--- src/rtl/rvmc_pkg.sv ---
// Shared encodings for the multicycle RV32I control path: state codes,
// opcodes and the datapath select/ALU operation encodings.
package rvmc_pkg;

  typedef enum logic [3:0] {
    S_FETCH    = 4'd0,
    S_DECODE   = 4'd1,
    S_MEMADR   = 4'd2,
    S_MEMREAD  = 4'd3,
    S_MEMWB    = 4'd4,
    S_MEMWRITE = 4'd5,
    S_EXECR    = 4'd6,
    S_EXECI    = 4'd7,
    S_ALUWB    = 4'd8,
    S_BRANCH   = 4'd9,
    S_JAL      = 4'd10,
    S_LUI      = 4'd11,
    S_HALT     = 4'd12
  } state_t;

  localparam logic [6:0] OP_LOAD   = 7'b0000011;
  localparam logic [6:0] OP_STORE  = 7'b0100011;
  localparam logic [6:0] OP_RTYPE  = 7'b0110011;
  localparam logic [6:0] OP_ITYPE  = 7'b0010011;
  localparam logic [6:0] OP_BRANCH = 7'b1100011;
  localparam logic [6:0] OP_JAL    = 7'b1101111;
  localparam logic [6:0] OP_LUI    = 7'b0110111;

  localparam logic [1:0] RES_ALUOUT    = 2'b00;
  localparam logic [1:0] RES_DATA      = 2'b01;
  localparam logic [1:0] RES_ALURESULT = 2'b10;

  localparam logic [1:0] SRCA_PC    = 2'b00;
  localparam logic [1:0] SRCA_OLDPC = 2'b01;
  localparam logic [1:0] SRCA_RD1   = 2'b10;
  localparam logic [1:0] SRCA_ZERO  = 2'b11;

  localparam logic [1:0] SRCB_RD2  = 2'b00;
  localparam logic [1:0] SRCB_IMM  = 2'b01;
  localparam logic [1:0] SRCB_FOUR = 2'b10;

  localparam logic [2:0] IMM_I = 3'b000;
  localparam logic [2:0] IMM_S = 3'b001;
  localparam logic [2:0] IMM_B = 3'b010;
  localparam logic [2:0] IMM_J = 3'b011;
  localparam logic [2:0] IMM_U = 3'b100;

  localparam logic [1:0] ALUOP_ADD   = 2'b00;
  localparam logic [1:0] ALUOP_SUB   = 2'b01;
  localparam logic [1:0] ALUOP_FUNCT = 2'b10;

  localparam logic [2:0] ALU_ADD = 3'b000;
  localparam logic [2:0] ALU_SUB = 3'b001;
  localparam logic [2:0] ALU_AND = 3'b010;
  localparam logic [2:0] ALU_OR  = 3'b011;
  localparam logic [2:0] ALU_SLT = 3'b101;

  function automatic logic is_legal_op(input logic [6:0] op);
    case (op)
      OP_LOAD, OP_STORE, OP_RTYPE, OP_ITYPE,
      OP_BRANCH, OP_JAL, OP_LUI: is_legal_op = 1'b1;
      default:                   is_legal_op = 1'b0;
    endcase
  endfunction

endpackage

--- src/rtl/aludec.sv ---
// ALU decoder: maps the controller's ALUOp plus funct fields to ALUControl.
module aludec
  import rvmc_pkg::*;
(
  input  logic       opb5,
  input  logic [2:0] funct3,
  input  logic       funct7b5,
  input  logic [1:0] ALUOp,
  output logic [2:0] ALUControl
);

  logic rtype_sub;

  // I-type has op[5]=0, so bit 30 of an immediate never turns addi into sub
  assign rtype_sub = funct7b5 & opb5;

  always_comb begin
    ALUControl = ALU_ADD;
    case (ALUOp)
      ALUOP_ADD: ALUControl = ALU_ADD;
      ALUOP_SUB: ALUControl = ALU_SUB;
      default: begin
        case (funct3)
          3'b000:  ALUControl = rtype_sub ? ALU_SUB : ALU_ADD;
          3'b010:  ALUControl = ALU_SLT;
          3'b110:  ALUControl = ALU_OR;
          3'b111:  ALUControl = ALU_AND;
          default: ALUControl = ALU_ADD;
        endcase
      end
    endcase
  end

endmodule

--- src/rtl/multicycle_controller.sv ---
// Control FSM for the multicycle RV32I core: sequences instruction phases
// over the shared ALU and unified memory port.
//
//  state    | meaning
//  ---------+-----------------------------------------------
//  FETCH    | read instruction, PC <= PC+4 on MemReady
//  DECODE   | branch target into ALUOut, dispatch on op
//  MEMADR   | rs1 + imm effective address
//  MEMREAD  | load access, wait for MemReady
//  MEMWB    | write load data to rd
//  MEMWRITE | store access, wait for MemReady
//  EXECR    | rs1 op rs2
//  EXECI    | rs1 op imm
//  ALUWB    | write ALUOut to rd
//  BRANCH   | compare, PC <= target if taken
//  JAL      | PC <= target, OldPC+4 computed for rd
//  LUI      | 0 + imm
//  HALT     | parked after illegal op (trap mode), reset only
module multicycle_controller
  import rvmc_pkg::*;
#(
  parameter logic [3:0] RESET_STATE  = 4'd0,
  parameter bit         ILLEGAL_TRAP = 1'b0
) (
  input  logic       clk,
  input  logic       reset,
  input  logic [6:0] op,
  input  logic [2:0] funct3,
  input  logic       funct7b5,
  input  logic       Zero,
  input  logic       MemReady,
  output logic       MemReq,
  output logic       MemWrite,
  output logic       AdrSrc,
  output logic       IRWrite,
  output logic       PCWrite,
  output logic       RegWrite,
  output logic [1:0] ResultSrc,
  output logic [1:0] ALUSrcA,
  output logic [1:0] ALUSrcB,
  output logic [2:0] ImmSrc,
  output logic [2:0] ALUControl,
  output logic       IllegalOp
);

  state_t     state;
  logic [1:0] alu_op;
  logic       mem_req_d, mem_write_d, ir_write_d, pc_write_d;
  logic       reg_write_d, illegal_d;

  always_ff @(posedge clk) begin
    if (reset) begin
      state <= state_t'(RESET_STATE);
    end else begin
      case (state)
        S_FETCH:    if (MemReady) state <= S_DECODE;
        S_DECODE: begin
          case (op)
            OP_LOAD, OP_STORE: state <= S_MEMADR;
            OP_RTYPE:          state <= S_EXECR;
            OP_ITYPE:          state <= S_EXECI;
            OP_BRANCH:         state <= S_BRANCH;
            OP_JAL:            state <= S_JAL;
            OP_LUI:            state <= S_LUI;
            default:           state <= ILLEGAL_TRAP ? S_HALT : S_FETCH;
          endcase
        end
        S_MEMADR:   state <= op[5] ? S_MEMWRITE : S_MEMREAD;
        S_MEMREAD:  if (MemReady) state <= S_MEMWB;
        S_MEMWB:    state <= S_FETCH;
        S_MEMWRITE: if (MemReady) state <= S_FETCH;
        S_EXECR:    state <= S_ALUWB;
        S_EXECI:    state <= S_ALUWB;
        S_ALUWB:    state <= S_FETCH;
        S_BRANCH:   state <= S_FETCH;
        S_JAL:      state <= S_ALUWB;
        S_LUI:      state <= S_ALUWB;
        S_HALT:     state <= S_HALT;
        default:    state <= S_FETCH;
      endcase
    end
  end

  always_comb begin
    mem_req_d   = 1'b0;
    mem_write_d = 1'b0;
    ir_write_d  = 1'b0;
    pc_write_d  = 1'b0;
    reg_write_d = 1'b0;
    illegal_d   = 1'b0;
    AdrSrc      = 1'b0;
    ResultSrc   = RES_ALUOUT;
    ALUSrcA     = SRCA_PC;
    ALUSrcB     = SRCB_RD2;
    alu_op      = ALUOP_ADD;
    case (state)
      S_FETCH: begin
        mem_req_d  = 1'b1;
        ir_write_d = MemReady;
        pc_write_d = MemReady;
        ALUSrcB    = SRCB_FOUR;
        ResultSrc  = RES_ALURESULT;
      end
      S_DECODE: begin
        ALUSrcA   = SRCA_OLDPC;
        ALUSrcB   = SRCB_IMM;
        illegal_d = ~is_legal_op(op);
      end
      S_MEMADR: begin
        ALUSrcA = SRCA_RD1;
        ALUSrcB = SRCB_IMM;
      end
      S_MEMREAD: begin
        mem_req_d = 1'b1;
        AdrSrc    = 1'b1;
      end
      S_MEMWB: begin
        ResultSrc   = RES_DATA;
        reg_write_d = 1'b1;
      end
      S_MEMWRITE: begin
        mem_req_d   = 1'b1;
        mem_write_d = 1'b1;
        AdrSrc      = 1'b1;
      end
      S_EXECR: begin
        ALUSrcA = SRCA_RD1;
        alu_op  = ALUOP_FUNCT;
      end
      S_EXECI: begin
        ALUSrcA = SRCA_RD1;
        ALUSrcB = SRCB_IMM;
        alu_op  = ALUOP_FUNCT;
      end
      S_ALUWB: reg_write_d = 1'b1;
      S_BRANCH: begin
        ALUSrcA    = SRCA_RD1;
        alu_op     = ALUOP_SUB;
        // funct3 000 = beq, 001 = bne; anything else never branches
        pc_write_d = (funct3[2:1] == 2'b00) & (Zero ^ funct3[0]);
      end
      S_JAL: begin
        ALUSrcA    = SRCA_OLDPC;
        ALUSrcB    = SRCB_FOUR;
        pc_write_d = 1'b1;
      end
      S_LUI: begin
        ALUSrcA = SRCA_ZERO;
        ALUSrcB = SRCB_IMM;
      end
      default: ;
    endcase
  end

  // reset wins over any in-flight access, including a same-cycle MemReady
  assign MemReq    = mem_req_d   & ~reset;
  assign MemWrite  = mem_write_d & ~reset;
  assign IRWrite   = ir_write_d  & ~reset;
  assign PCWrite   = pc_write_d  & ~reset;
  assign RegWrite  = reg_write_d & ~reset;
  assign IllegalOp = illegal_d   & ~reset;

  always_comb begin
    case (op)
      OP_STORE:  ImmSrc = IMM_S;
      OP_BRANCH: ImmSrc = IMM_B;
      OP_JAL:    ImmSrc = IMM_J;
      OP_LUI:    ImmSrc = IMM_U;
      default:   ImmSrc = IMM_I;
    endcase
  end

  aludec u_aludec (
    .opb5      (op[5]),
    .funct3    (funct3),
    .funct7b5  (funct7b5),
    .ALUOp     (alu_op),
    .ALUControl(ALUControl)
  );

endmodule

--- config.mk ---
export PLATFORM = sky130hd
export DESIGN_NAME = multicycle_controller
export DESIGN_NICKNAME = d
export VERILOG_FILES = /design/src/rtl/rvmc_pkg.sv /design/src/rtl/aludec.sv /design/src/rtl/multicycle_controller.sv
export SDC_FILE = /design/constraint.sdc
export NUM_CORES = 1
export LEC_CHECK = 0
export CORE_UTILIZATION = 44
export CTS_CLUSTER_SIZE = 30
export DETAILED_ROUTE_END_ITERATION = 12
export GPL_TIMING_DRIVEN = 0
export PLACE_DENSITY = 0.84
export SETUP_SLACK_MARGIN = 0.4
export SLEW_MARGIN = 20
export SYNTH_ARGS = -nofsm -noshare
export SYNTH_HDL_FRONTEND = slang
export SYNTH_SLANG_ARGS = --single-unit
--- constraint.sdc ---
create_clock -name clk -period 2.3 [get_ports clk]
set_clock_uncertainty 0.1 [all_clocks]
set_input_delay 0.23 -clock clk [delete_from_list [all_inputs] [get_ports clk]]
set_output_delay 0.23 -clock clk [all_outputs]
set_load 0.02 [all_outputs]
==> key figures <==
Run status
  • Status: complete, but fails checks
  • Violated checks: DRC

Power and ir drop
  • Peak VDD IR: 0.0002566 V
  • Leakage: 0.5252 nW
  • Power per Cell Area: 258.8 nW/um2

Placement
  • Dpl ws: -145.0 ps
  • Post-DP HPWL: 1658 um
  • Gpl congestion: 0.9046
  • IO buf count: 29

Floorplan
  • Die width: 43.51 um
  • Initial Util: 48.64%
  • Full die area: 1893 um2
  • Rows: 14
  • Ports: 34
  • Core footprint: 1559 um2
  • Die span in y: 43.51 um

Setup path
  • Reg2reg path depth: 4
  • CP max stage cell: dfxtp_1
  • CP Capture Type: output port
  • Crit path required time: 1970 ps
  • Critical Path Start Type: flop
  • Worst-path maximum fanout: 9
  • Crit path cell chain: buf_6 -> nand2b_4 -> nor4_4 -> o31a_1 -> o31a_1 -> buf_6
  • Critical path's top delay family: simple AND/OR/NAND/NOR gates
  • Kind of critical path: flop to output port
  • CP Buf/Inv Count: 2
  • Critical Path Stages: 6
  • Slowest stage delay, CP: 300 ps
  • Crit path DAT: 1580 ps

CTS
  • Inserted Clock Buffers: 3
  • CTS tree: yes
  • H-tree depth: 1
  • Worst-path clk slew: 50 ps
  • Clock Sinks: 4
  • Clk root buf: clkbuf_4
  • Insertion delay to the later sink of the worst-skew pair: 250 ps
  • Buffer levels on the longest clock path: 2

Global route
  • Grt ovf: 0
  • Total global-route track usage: 26.98%
  • First-pass GRT wire length: 3933 um
  • Vias in the first global route: 855
  • Initial antenna violation count: 0
  • Largest net degree at the start of global routing: 11

Timing
  • RSZ-0062 raised after global routing: yes
  • Final Critical Period: 1908 ps
  • Worst rel slew slack: 62.90%
  • Fin. Hold Viols: 0
  • Final worst slack: 391.9 ps
  • Final setup fails: 0
  • Slew @ Worst Pin: 556.6 ps
  • Final Cycle Share: 82.96%
  • Pins over their slew limit: 0
  • Fmax: 0.5241 GHz

Logic synthesis
  • Net Count, Synth: 124
  • Avg Synthesized Cell Area: 6.956 um2
  • FF+latch count, synth: 4
  • Synth top area share: 10.56%
  • Number of flops mapped to enable cells by yosys: 0
  • Yosys cell types: 45
  • Post-Syn Area: 758.2 um2
  • Most frequent cell after synthesis: nor2_1
  • Asr flop ratio synth: 0%
  • Synth Warn #: 0
  • Top FF cell, synth: dfxtp_1
  • Synth area leader: dfxtp_1
  • Largest cells by area after synthesis: dfxtp_1 (11%), nand2b_1 (5.8%), nor2b_1 (5.0%)
  • Sequential share of the synthesized area: 10.56%
  • Gate Count Post-Synth: 109
  • Post-synth top cells: nor2_1 (9), nand2_1 (8), a21oi_1 (7), nand2b_1 (7)

Route
  • Iter 0 DRT Violations: 29
  • Per-cell routed wire length: 15.04 um
  • DRC: 8
  • Total Wirelength: 2391 um
  • Final ANT Viol Nets: 0
  • Via count: 960
  • Routed vias/inst: 6.038
  • DR pass1 iterations: 8

Hold path
  • Hold path cells: 4
  • Worst Hold Class: primary input to flop

Finish
  • Max reg flops: 4
  • Share of layout cells above drive strength 1: 32.17%
  • Largest reg by FF count: state
  • Top Registers: state x4
  • Layout Area Growth over Synthesis: 55.78%
  • Diode count: 0
  • Filler Cells Inserted: 127
  • Nets: 160
  • Fin util: 75.76%

Run
  • Number of max-cap violations: 0
[report_power, final]
group / internal (mW) / leakage [nW] / switching, mW
registers: 0.0710 / 0.0330 / 0.000639
clock network: 0.0590 / 0.0138 / 0.0375
logic: 0.0641 / 0.478 / 0.0736
total: 0.194 / 0.525 / 0.112
[layout make-up]
class                   count  area, um2  share of cell area [%]
flip-flops and latches      4      81.33                   6.886
repair buffers             31      266.5                   22.56
multi-input cells          91      686.9                   58.16
inverters                   2      7.507                  0.6356
plain buffers              12      96.34                   8.157
clock buffers               3      22.52                   1.907
well taps                  16      20.02                   1.695
[layout by cell type (no fill, tap or decap), types with 2 or more instances in the layout]
cell	instances
a21o_1	3
a21oi_1	6
buf_2	5
buf_4	8
buf_6	6
clkbuf_2	4
clkbuf_4	3
clkdlybuf4s50_1	6
dfxtp_1	3
dlygate4sd2_1	7
dlymetal6s2s_1	4
inv_1	2
mux2i_1	2
nand2_1	7
nand2b_1	5
nand2b_4	2
nand3_1	3
nor2_1	9
nor2b_1	4
nor3_1	6
nor3b_1	3
nor4_4	3
o211ai_2	2
o21ai_0	2
o22ai_1	2
o31a_1	2
or3_1	2
xnor2_1	2
[per-stage QoR]
stage               cells  setup TNS, ps  instance area (um2)  hold WS [ps]  power (mW)
detailed placement    154         -212.3                 1075         502.9      0.2013
global route          159              0                 1181         304.2      0.3214
global placement      154         -127.4                 1075         524.3      0.1986
floorplan             109              0                764.5         266.7      0.1487
CTS                   157              0                 1119         253.7      0.2965
finish                159              0                 1181         249.2      0.3057
[metal layers]
| metal | GRT usage [%] | part of all wire, % | wire [um] | vias to the layer above |
|---|---|---|---|---|
| met4 | 9.375 | 2.2 | 53 | 0 |
| met3 | 4.583 | 5.8 | 139 | 4 |
| met2 | 49.70 | 52 | 1234 | 41 |
| li1 | - | - | - | 474 |
| met5 | 0 | 0 | 0 | - |
| met1 | 31.14 | 40 | 965 | 441 |
[worst paths after layout]
| check | startpoint | end | slack [ps] |
|---|---|---|---|
| max | state[3]$_SDFFE_PP0P_ | IllegalOp | 390 |
| min | op[5] | state[1]$_SDFFE_PP0P_ | 250 |
| max reg2reg | state[1]$_SDFFE_PP0P_ | state[2]$_SDFFE_PP0P_ | 820 |
| min reg2reg | state[1]$_SDFFE_PP0P_ | state[0]$_SDFFE_PP0P_ | 560 |
[cell families (layout without fill, tap and decap cells)]
family                 after synthesis  after routing  synth area share (%)
flip-flops                           4              4                 10.56
AO/OA/AOI/OAI                       30             30                 29.87
AND/OR/NAND/NOR                     55             55                 42.74
XOR/XNOR                             3              3                 3.466
buffers and inverters               14             48                 9.241
multiplexers                         3              3                 4.125
[worst reg2reg max path: stages, from the launching register on]
cell      delay, ps
dfxtp_2         340
buf_4           190
nor4_4          330
a22oi_1         140
a221oi_1        280
[what timing repair did]
| action | 4_1_cts | 5_1_grt |
|---|---|---|
| gates resized for setup | 62 | 32 |
| pin swaps | 2 | 4 |
| setup buffers | 0 | 2 |
| hold buffers | 0 | 0 |
| setup endpoints to repair | 19 | 17 |
No activity file was read; power rests on OpenSTA's default activity.
